===== src/rtl/mips_ctl_pkg.sv =====
// Shared encodings for the multicycle MIPS main control: opcodes, FSM states,
// ALU_op / ALUSrcB / PCSource codes and the bundled control-output struct.
package mips_ctl_pkg;

    localparam logic [5:0] OP_R    = 6'b000000;
    localparam logic [5:0] OP_LW   = 6'b100011;
    localparam logic [5:0] OP_SW   = 6'b101011;
    localparam logic [5:0] OP_BEQ  = 6'b000100;
    localparam logic [5:0] OP_J    = 6'b000010;
    localparam logic [5:0] OP_ADDI = 6'b001000;

    typedef enum logic [3:0] {
        S_FETCH   = 4'd0,
        S_DECODE  = 4'd1,
        S_MEMADR  = 4'd2,
        S_MEMRD   = 4'd3,
        S_MEMWB   = 4'd4,
        S_MEMWR   = 4'd5,
        S_EXEC    = 4'd6,
        S_RWB     = 4'd7,
        S_BRANCH  = 4'd8,
        S_JUMP    = 4'd9,
        S_ADDI_EX = 4'd10,
        S_ADDI_WB = 4'd11
    } state_t;

    localparam logic [1:0] ALU_ADD   = 2'b00;
    localparam logic [1:0] ALU_SUB   = 2'b01;
    localparam logic [1:0] ALU_FUNCT = 2'b10;

    localparam logic [1:0] SRCB_B       = 2'b00;
    localparam logic [1:0] SRCB_4       = 2'b01;
    localparam logic [1:0] SRCB_IMM     = 2'b10;
    localparam logic [1:0] SRCB_IMM_SH2 = 2'b11;

    localparam logic [1:0] PCSRC_ALU    = 2'b00;
    localparam logic [1:0] PCSRC_ALUOUT = 2'b01;
    localparam logic [1:0] PCSRC_JUMP   = 2'b10;

    typedef struct packed {
        logic       pc_write;
        logic       pc_write_cond;
        logic       i_or_d;
        logic       mem_read;
        logic       mem_write;
        logic       mem_to_reg;
        logic       ir_write;
        logic       alu_src_a;
        logic       reg_write;
        logic       reg_dst;
        logic [1:0] alu_op;
        logic [1:0] alu_src_b;
        logic [1:0] pc_source;
    } ctl_t;

endpackage


===== src/rtl/mc_ctl_outdec.sv =====
// Combinational state -> datapath control decode for the multicycle control.
// ADDI states decode only when MC_CTL_ADDI_EN is defined.
module mc_ctl_outdec
    import mips_ctl_pkg::*;
(
    input  state_t     state,
    input  logic       mem_ready,
    output ctl_t       ctl
);

    always_comb begin
        ctl = '0;
        case (state)
            S_FETCH: begin
                ctl.mem_read  = 1'b1;
                ctl.alu_src_b = SRCB_4;
                ctl.alu_op    = ALU_ADD;
                // IR and PC only latch once memory has actually returned the word
                ctl.ir_write  = mem_ready;
                ctl.pc_write  = mem_ready;
            end
            S_DECODE: begin
                ctl.alu_src_b = SRCB_IMM_SH2;
                ctl.alu_op    = ALU_ADD;
            end
`ifdef MC_CTL_ADDI_EN
            S_MEMADR, S_ADDI_EX: begin
`else
            S_MEMADR: begin
`endif
                ctl.alu_src_a = 1'b1;
                ctl.alu_src_b = SRCB_IMM;
                ctl.alu_op    = ALU_ADD;
            end
            S_MEMRD: begin
                ctl.mem_read = 1'b1;
                ctl.i_or_d   = 1'b1;
            end
            S_MEMWR: begin
                ctl.mem_write = 1'b1;
                ctl.i_or_d    = 1'b1;
            end
            S_MEMWB: begin
                ctl.mem_to_reg = 1'b1;
                ctl.reg_write  = 1'b1;
            end
            S_EXEC: begin
                ctl.alu_src_a = 1'b1;
                ctl.alu_op    = ALU_FUNCT;
            end
            S_RWB: begin
                ctl.reg_dst   = 1'b1;
                ctl.reg_write = 1'b1;
            end
`ifdef MC_CTL_ADDI_EN
            S_ADDI_WB: begin
                ctl.reg_write = 1'b1;
            end
`endif
            S_BRANCH: begin
                ctl.alu_src_a     = 1'b1;
                ctl.alu_op        = ALU_SUB;
                ctl.pc_write_cond = 1'b1;
                ctl.pc_source     = PCSRC_ALUOUT;
            end
            S_JUMP: begin
                ctl.pc_write  = 1'b1;
                ctl.pc_source = PCSRC_JUMP;
            end
            default: ctl = '0;
        endcase
    end

endmodule


===== src/rtl/mips_mc_control.sv =====
// Multicycle MIPS main control FSM: state register, next-state logic and reset
// gating of outputs. Define MC_CTL_ADDI_EN to compile in the ADDI path.
module mips_mc_control
    import mips_ctl_pkg::*;
#(
    parameter int OPW = 6
) (
    input  logic           clk,
    input  logic           reset_n,
    input  logic [OPW-1:0] opcode,
    input  logic           mem_ready,
    output logic           PCWrite,
    output logic           PCWriteCond,
    output logic           IorD,
    output logic           MemRead,
    output logic           MemWrite,
    output logic           MemtoReg,
    output logic           IRWrite,
    output logic           ALUSrcA,
    output logic           RegWrite,
    output logic           RegDst,
    output logic [1:0]     ALU_op,
    output logic [1:0]     ALUSrcB,
    output logic [1:0]     PCSource,
    output logic           illegal_op,
    output logic [3:0]     state
);

    state_t state_q;
    state_t state_d;
    logic   illegal;
    ctl_t   ctl;

    always_ff @(posedge clk) begin
        if (!reset_n)
            state_q <= S_FETCH;
        else
            state_q <= state_d;
    end

    always_comb begin
        state_d = S_FETCH;
        illegal = 1'b0;
        case (state_q)
            S_FETCH:  state_d = mem_ready ? S_DECODE : S_FETCH;
            S_DECODE: begin
                case (opcode)
                    OP_LW, OP_SW: state_d = S_MEMADR;
                    OP_R:         state_d = S_EXEC;
                    OP_BEQ:       state_d = S_BRANCH;
                    OP_J:         state_d = S_JUMP;
`ifdef MC_CTL_ADDI_EN
                    OP_ADDI:      state_d = S_ADDI_EX;
`endif
                    default: begin
                        state_d = S_FETCH;
                        illegal = 1'b1;
                    end
                endcase
            end
            S_MEMADR: state_d = (opcode == OP_SW) ? S_MEMWR : S_MEMRD;
            S_MEMRD:  state_d = mem_ready ? S_MEMWB : S_MEMRD;
            S_MEMWR:  state_d = mem_ready ? S_FETCH : S_MEMWR;
            S_EXEC:   state_d = S_RWB;
`ifdef MC_CTL_ADDI_EN
            S_ADDI_EX: state_d = S_ADDI_WB;
`endif
            default:  state_d = S_FETCH;
        endcase
    end

    mc_ctl_outdec u_outdec (
        .state     (state_q),
        .mem_ready (mem_ready),
        .ctl       (ctl)
    );

    // Outputs are held at zero for as long as reset_n is low, even mid-instruction
    assign PCWrite     = reset_n & ctl.pc_write;
    assign PCWriteCond = reset_n & ctl.pc_write_cond;
    assign IorD        = reset_n & ctl.i_or_d;
    assign MemRead     = reset_n & ctl.mem_read;
    assign MemWrite    = reset_n & ctl.mem_write;
    assign MemtoReg    = reset_n & ctl.mem_to_reg;
    assign IRWrite     = reset_n & ctl.ir_write;
    assign ALUSrcA     = reset_n & ctl.alu_src_a;
    assign RegWrite    = reset_n & ctl.reg_write;
    assign RegDst      = reset_n & ctl.reg_dst;
    assign ALU_op      = reset_n ? ctl.alu_op    : 2'b00;
    assign ALUSrcB     = reset_n ? ctl.alu_src_b : 2'b00;
    assign PCSource    = reset_n ? ctl.pc_source : 2'b00;
    assign illegal_op  = reset_n & illegal;
    assign state       = reset_n ? 4'(state_q) : 4'd0;

endmodule


===== config.mk =====
export PLATFORM = sky130hd
export DESIGN_NAME = mips_mc_control
export DESIGN_NICKNAME = d
export VERILOG_FILES = /design/src/rtl/mips_ctl_pkg.sv /design/src/rtl/mc_ctl_outdec.sv /design/src/rtl/mips_mc_control.sv
export SDC_FILE = /design/constraint.sdc
export NUM_CORES = 1
export LEC_CHECK = 0
export ABC_AREA = 0
export CAP_MARGIN = 10
export CORE_ASPECT_RATIO = 1.1
export CORE_MARGIN = 2
export CORE_UTILIZATION = 31
export DETAILED_ROUTE_END_ITERATION = 16
export MAX_ROUTING_LAYER = met4
export PLACE_DENSITY = 0.6
export SYNTH_ARGS = -nofsm -noshare
export SYNTH_HDL_FRONTEND = slang
export SYNTH_HIERARCHICAL = 1
export SYNTH_SLANG_ARGS = --single-unit

===== constraint.sdc =====
create_clock -name clk -period 1.7 [get_ports clk]
set_clock_uncertainty 0.2 [all_clocks]
set_input_delay 0.34 -clock clk [delete_from_list [all_inputs] [get_ports clk]]
set_output_delay 0.34 -clock clk [all_outputs]
set_load 0.05 [all_outputs]

After elaboration in Yosys (flattened, before gate mapping)

Cells that the tools add are included.
W data, S select, Z words.

$add $sub $neg: 0
Multipliers: 0
Divide/modulo/power cells: 0
Order comparisons: 0
Equality and inequality tests: 13
Shift-type cells: 0
Mux-type cells: 25
Bitwise operators: 11
Reductions and logical operators: 8

Operators with widths:

| operator             | number |
|---|---|
| $pmux W4 S6          | 1 |
| $eq A4 B3 Y1 const B | 4 |
| $pmux W4 S4          | 1 |
| $eq A6 B6 Y1 const B | 2 |
| $mux W1              | 12 |
| $and A1 B1 Y1        | 11 |
| $mux W3              | 3 |
| $eq A4 B2 Y1 const B | 2 |
| $eq A4 B4 Y1 const B | 2 |
| $pmux W2 S2          | 2 |
| $reduce_or A2 Y1     | 4 |
| $eq A6 B2 Y1 const B | 1 |
| $eq A6 B3 Y1 const B | 1 |
| $logic_not A6 Y1     | 1 |
| $mux W2              | 3 |
| $pmux W2 S3          | 1 |
| $reduce_or A5 Y1     | 1 |
| $eq A4 B1 Y1 const B | 1 |
| $logic_not A4 Y1     | 1 |
| $mux W4              | 1 |
| $reduce_or A3 Y1     | 1 |
| $pmux W1 S2          | 1 |

Register bits: 4
Bits in latches: 0
Memory bits (writable): 0
ROM bits: 0
Bits of input ports: 9
Output and inout bits: 21
Word-level logic and storage cells: 58
Memories: 0

Logic depth before layout (Yosys ltp)

Word-level depth: 5
Gate-level depth with buffers: 5
Depth with buffers taken out: 4

Hierarchy

The synthesis kept the hierarchy.

Modules (own cells, without submodules):

| module          | times used | cells an instance | area each (um^2) | sequential area each (um^2) |
|---|---|---|---|---|
| mips_mc_control | 1          | 66                | 475.5            | 80.1 |
| mc_ctl_outdec   | 1          | 30                | 196.4            | 0.0 |

Worst setup path after synthesis

Ideal clock, no wire load.

Kind: input to output
Start point: input port opcode[2]
End point: output port illegal_op
Data arrival time: 2.066 ns
Data required time: 1.160 ns
Path slack: -0.906 ns
Cell stages on the path: 3
Path buffers: 0
Cell sequence: nand4b_1 > a21oi_1 > nor4_1

Word-level cells in the longest chain between the ends: 5
Elaborated cells on any way between the ends: 9
Classes of those cells: eq/ne (4); mux (2); bitwise (1); reduce/logical (2)

RTL lines:

| item                                 | RTL line              | text |
|---|---|---|
| start: declaration                   | mips_mc_control.sv:10 | `input logic [OPW-1:0] opcode,` |
| $eq A6 B6 Y1 (tied with other cells) | mips_mc_control.sv:47 | `case (opcode)` |
| $reduce_or A5 Y1 (no line) (*)       | n/a                   |  |
| $mux W1 (*)                          | mips_mc_control.sv:47 |  |
| $mux W1 (*)                          | mips_mc_control.sv:44 | `case (state_q)` |
| $and A1 B1 Y1 (*)                    | mips_mc_control.sv:92 | `assign illegal_op = reset_n & illegal;` |
| end: declaration                     | mips_mc_control.sv:25 | `output logic illegal_op,` |

Every way passes the cells marked *; elsewhere a longest branch is shown, timed or not.

==> results.rst <==
.. list-table::
   :header-rows: 1

   * - Metric
     - Value
   * - Worst Path Class, Setup
     - flip-flop to output port
   * - Htree depth
     - 1
   * - Register-to-register path setup slack
     - 50 ps
   * - Number of endpoints failing setup at the final stage
     - 18
   * - Slew of the pin with the lowest slew margin
     - 274.7 ps
   * - Max_slew headroom
     - 81.55%
   * - Starting density of the core
     - 33.25%
   * - Run status
     - complete, but fails checks
   * - Wirelength, routed
     - 2764 um
   * - Type of the tightest min-delay check
     - input port to flip-flop
   * - Dominant cell by count in the synthesized netlist
     - and2_1
   * - Worst-case setup margin in the final layout
     - -399.3 ps
   * - Height of the die
     - 52.83 um
   * - Via count of the first global-routing pass
     - 994
   * - Number of register bits inferred by synthesis
     - 4
   * - Std cell rows
     - 17
   * - Kind of start point of the critical path
     - flip-flop
   * - EDFF count, synth
     - 0
   * - Residual DRC count
     - 0
   * - Largest family of logic cells by synthesized area
     - simple AND/OR/NAND/NOR gates
   * - Worst reg2reg endpoint
     - state_q[0]
   * - Critical-path maximum fanout
     - 3
   * - Post-Syn Instances
     - 96
   * - Area added between synthesis and finish
     - 152.3%
   * - Total track usage
     - 20.89%
   * - Gp weighted congestion
     - 0.8335
   * - Number of inserted filler cells in the final layout
     - 100
   * - Share of cells above drive strength 1
     - 72.67%
   * - Vias
     - 933
   * - Maximum number of pins on one net before global-route repair
     - 21
   * - Adder-cell share of the synthesized area
     - 0%
   * - Placed cell count
     - 162
   * - Clock-pin transition on the worst setup and hold timing paths
     - 40 ps
   * - Total Die Area
     - 0.002556 mm^2
   * - Post-route minimum period
     - 2099 ps
   * - Cell at the root of the clock tree
     - clkbuf_4
   * - Max-slew violation total from the final report
     - 0
   * - Number of iterations in the first detailed-routing pass
     - 4
   * - Mux share of post-synthesis cell area
     - 1.676%
   * - Commonest cells post-synth
     - and2_1 (21), nand2b_1 (8)
   * - Post-Place Cell Area
     - 0.001333 mm^2
   * - Maximum frequency from static timing analysis
     - 476.4 MHz
   * - Std-Cell Core Area
     - 0.002021 mm^2
   * - Synth Area per Inst
     - 6.999 um^2
   * - Synthesized Nets
     - 105
   * - Count of different cell masters after synthesis
     - 35
   * - Final design instance area without fill
     - 0.001695 mm^2
   * - Number of hold-slack violations in the final timing report
     - 0
   * - Cell types with the largest area share after synthesis
     - and2_1 (20%), dfxtp_1 (12%), nand2b_1 (7.4%)
   * - Number of nets in the layout
     - 161
   * - Area fraction in and, or, nand and nor cells after synthesis
     - 60.89%
   * - Power Density
     - 257.1 mW/mm^2
   * - Hold Crit Start
     - opcode[2]
   * - Worst skew pair latency
     - 230 ps
   * - Number of cells traversed by the worst hold path
     - 4
   * - Signal arrival time at the worst endpoint
     - 1560 ps
   * - Number of primary I/O pins
     - 30
   * - Top cell type by total area after synthesis
     - and2_1
   * - Kind of capture point of the worst setup path
     - output port
   * - TritonCTS clock tree
     - yes
   * - Final worst-path cycle share
     - 123.5%
   * - Count of inserted antenna diode cells
     - 0
   * - Cell area after synthesis
     - 671.9 um^2
   * - CTS Buffer Depth
     - 2
   * - FFs w/ async S/R, synth
     - 0%
   * - Worst R2R Path Depth
     - 5
   * - Detailed placement HPWL
     - 1543 um
   * - Post-route setup TNS
     - -3701 ps
   * - Clock tree sinks
     - 4
   * - Share of the synthesized area in the top cell type
     - 19.55%
   * - Largest register by flop count
     - state_q
   * - Critical path required time
     - 1160 ps
   * - Initial DRC Count
     - 9
   * - Number of flip-flops in the largest register
     - 4
   * - Number of clock buffers inserted by TritonCTS
     - 3
   * - Compound-cell area share of the yosys netlist
     - 12.29%
   * - Final Hold Slack
     - 325.1 ps
   * - Largest registers
     - state_q: 4 flops
   * - Static leakage
     - 0.6807 nW
   * - Endpoint of the worst hold-timing path
     - state_q[1]
   * - Post-route ant nets
     - 0
   * - Via density per instance
     - 5.242
   * - Average wire per standard cell
     - 15.53 um
   * - Startpoint of the lowest-slack register-to-register path
     - state_q[2]
   * - Number of buffers inserted by hold repair at cts
     - 0
   * - Input/output buffers
     - 29
   * - Unrepaired setup endpoints after global routing
     - yes
   * - DIE WIDTH
     - 48.39 um
   * - Synthesis warning total
     - 6
   * - Max-cap violation count
     - 0
   * - Final standard cell count with taps included and fillers excluded
     - 178
   * - First-pass GRT wire length
     - 4133 um
   * - Share of synthesized area occupied by flip-flops and latches
     - 11.92%
   * - Post-place setup slack
     - -557.9 ps
   * - Aggregate global routing overflow
     - 0
   * - Prevailing post-synth register cell
     - dfxtp_1
   * - Failing checks
     - setup timing
   * - Xor/xnor cell area share of the yosys netlist
     - 3.911%
   * - Maximum resistive drop on vdd
     - 0.5966 mV
   * - Initial antenna violation count
     - 0
## metrics by stage
stage	power [mW]	util, %
after floorplan	0.1925	-
after global placement	0.2860	65.94
after detailed placement	0.2899	65.94
after CTS	0.4237	80.93
after global routing	0.4576	83.90
final	0.4358	83.90
## critical path, cell delays in order, from the launching register on
cell,delay (ps)
dfxtp_4,350
buf_4,160
xor2_4,230
nor3b_2,270
and2_4,200
buf_12,130
## placed cells by master, fill, tap and decap left out, types with 2 or more instances in the layout
master and instances:
a21oi_1 2, a21oi_2 3, and2_1 3, and2_2 2, and2_4 16, buf_12 22
buf_4 16, buf_6 12, buf_8 2, clkbuf_2 4, clkbuf_4 3, dfxtp_4 4
dlygate4sd2_1 2, inv_1 2, nand2_1 4, nand2b_1 3, nand2b_4 5, nand4b_1 2
nor2_1 3, nor3_4 4, nor3b_1 2, nor3b_2 2, nor3b_4 2, o21ai_0 2
or3_1 2
## worst max-delay path by stage
stage	start	end	slack (ps)	cells after the start
CTS	state_q[0]	PCWrite	-330	4
floorplan	opcode[2]	illegal_op	-60	3
finish	state_q[0]	ALUSrcB[1]	-400	5
global placement	mem_ready	PCWrite	-550	5
detailed placement	mem_ready	PCWrite	-560	5
global route	state_q[0]	ALUSrcB[1]	-430	5
## repair_timing
action,in CTS,in global routing
setup buffers,11,2
gates cloned,0,1
endpoints found under the hold margin,0,0
pin swaps,23,21
endpoints found under the setup margin,24,25
resized for setup,59,24
## routing by layer
metal / vias up / wire (um) / track usage, %
met3: 8 / 127 / 4.571
met2: 39 / 1527 / 46.30
met5: - / 0 / -
li1: 441 / - / -
met1: 445 / 1023 / 17.69
met4: 0 / 86 / 4.762
## kinds of logic (layout without fill, tap and decap cells)
group | Yosys count | after routing
compound gates | 13 | 13
xor+xnor | 3 | 3
buf+inv | 11 | 65
flops | 4 | 4
mux | 1 | 1
simple gates | 64 | 64
## cell type report
cell class,instances,area (um^2),area share (%)
repair buffers,60,778.2,45.90
multi-input cells,81,757.0,44.65
well taps,28,35.03,2.066
inverters,2,7.507,0.4428
flip-flops and latches,4,95.09,5.609
clock buffers,3,22.52,1.328
## power by group
part	internal, mW	total (mW)	switching [mW]
Sequential	0.0913	0.0937	0.00237
Clock	0.0787	0.113	0.0347
Combinational	0.115	0.229	0.114
No activity file was read; power rests on OpenSTA's default activity.
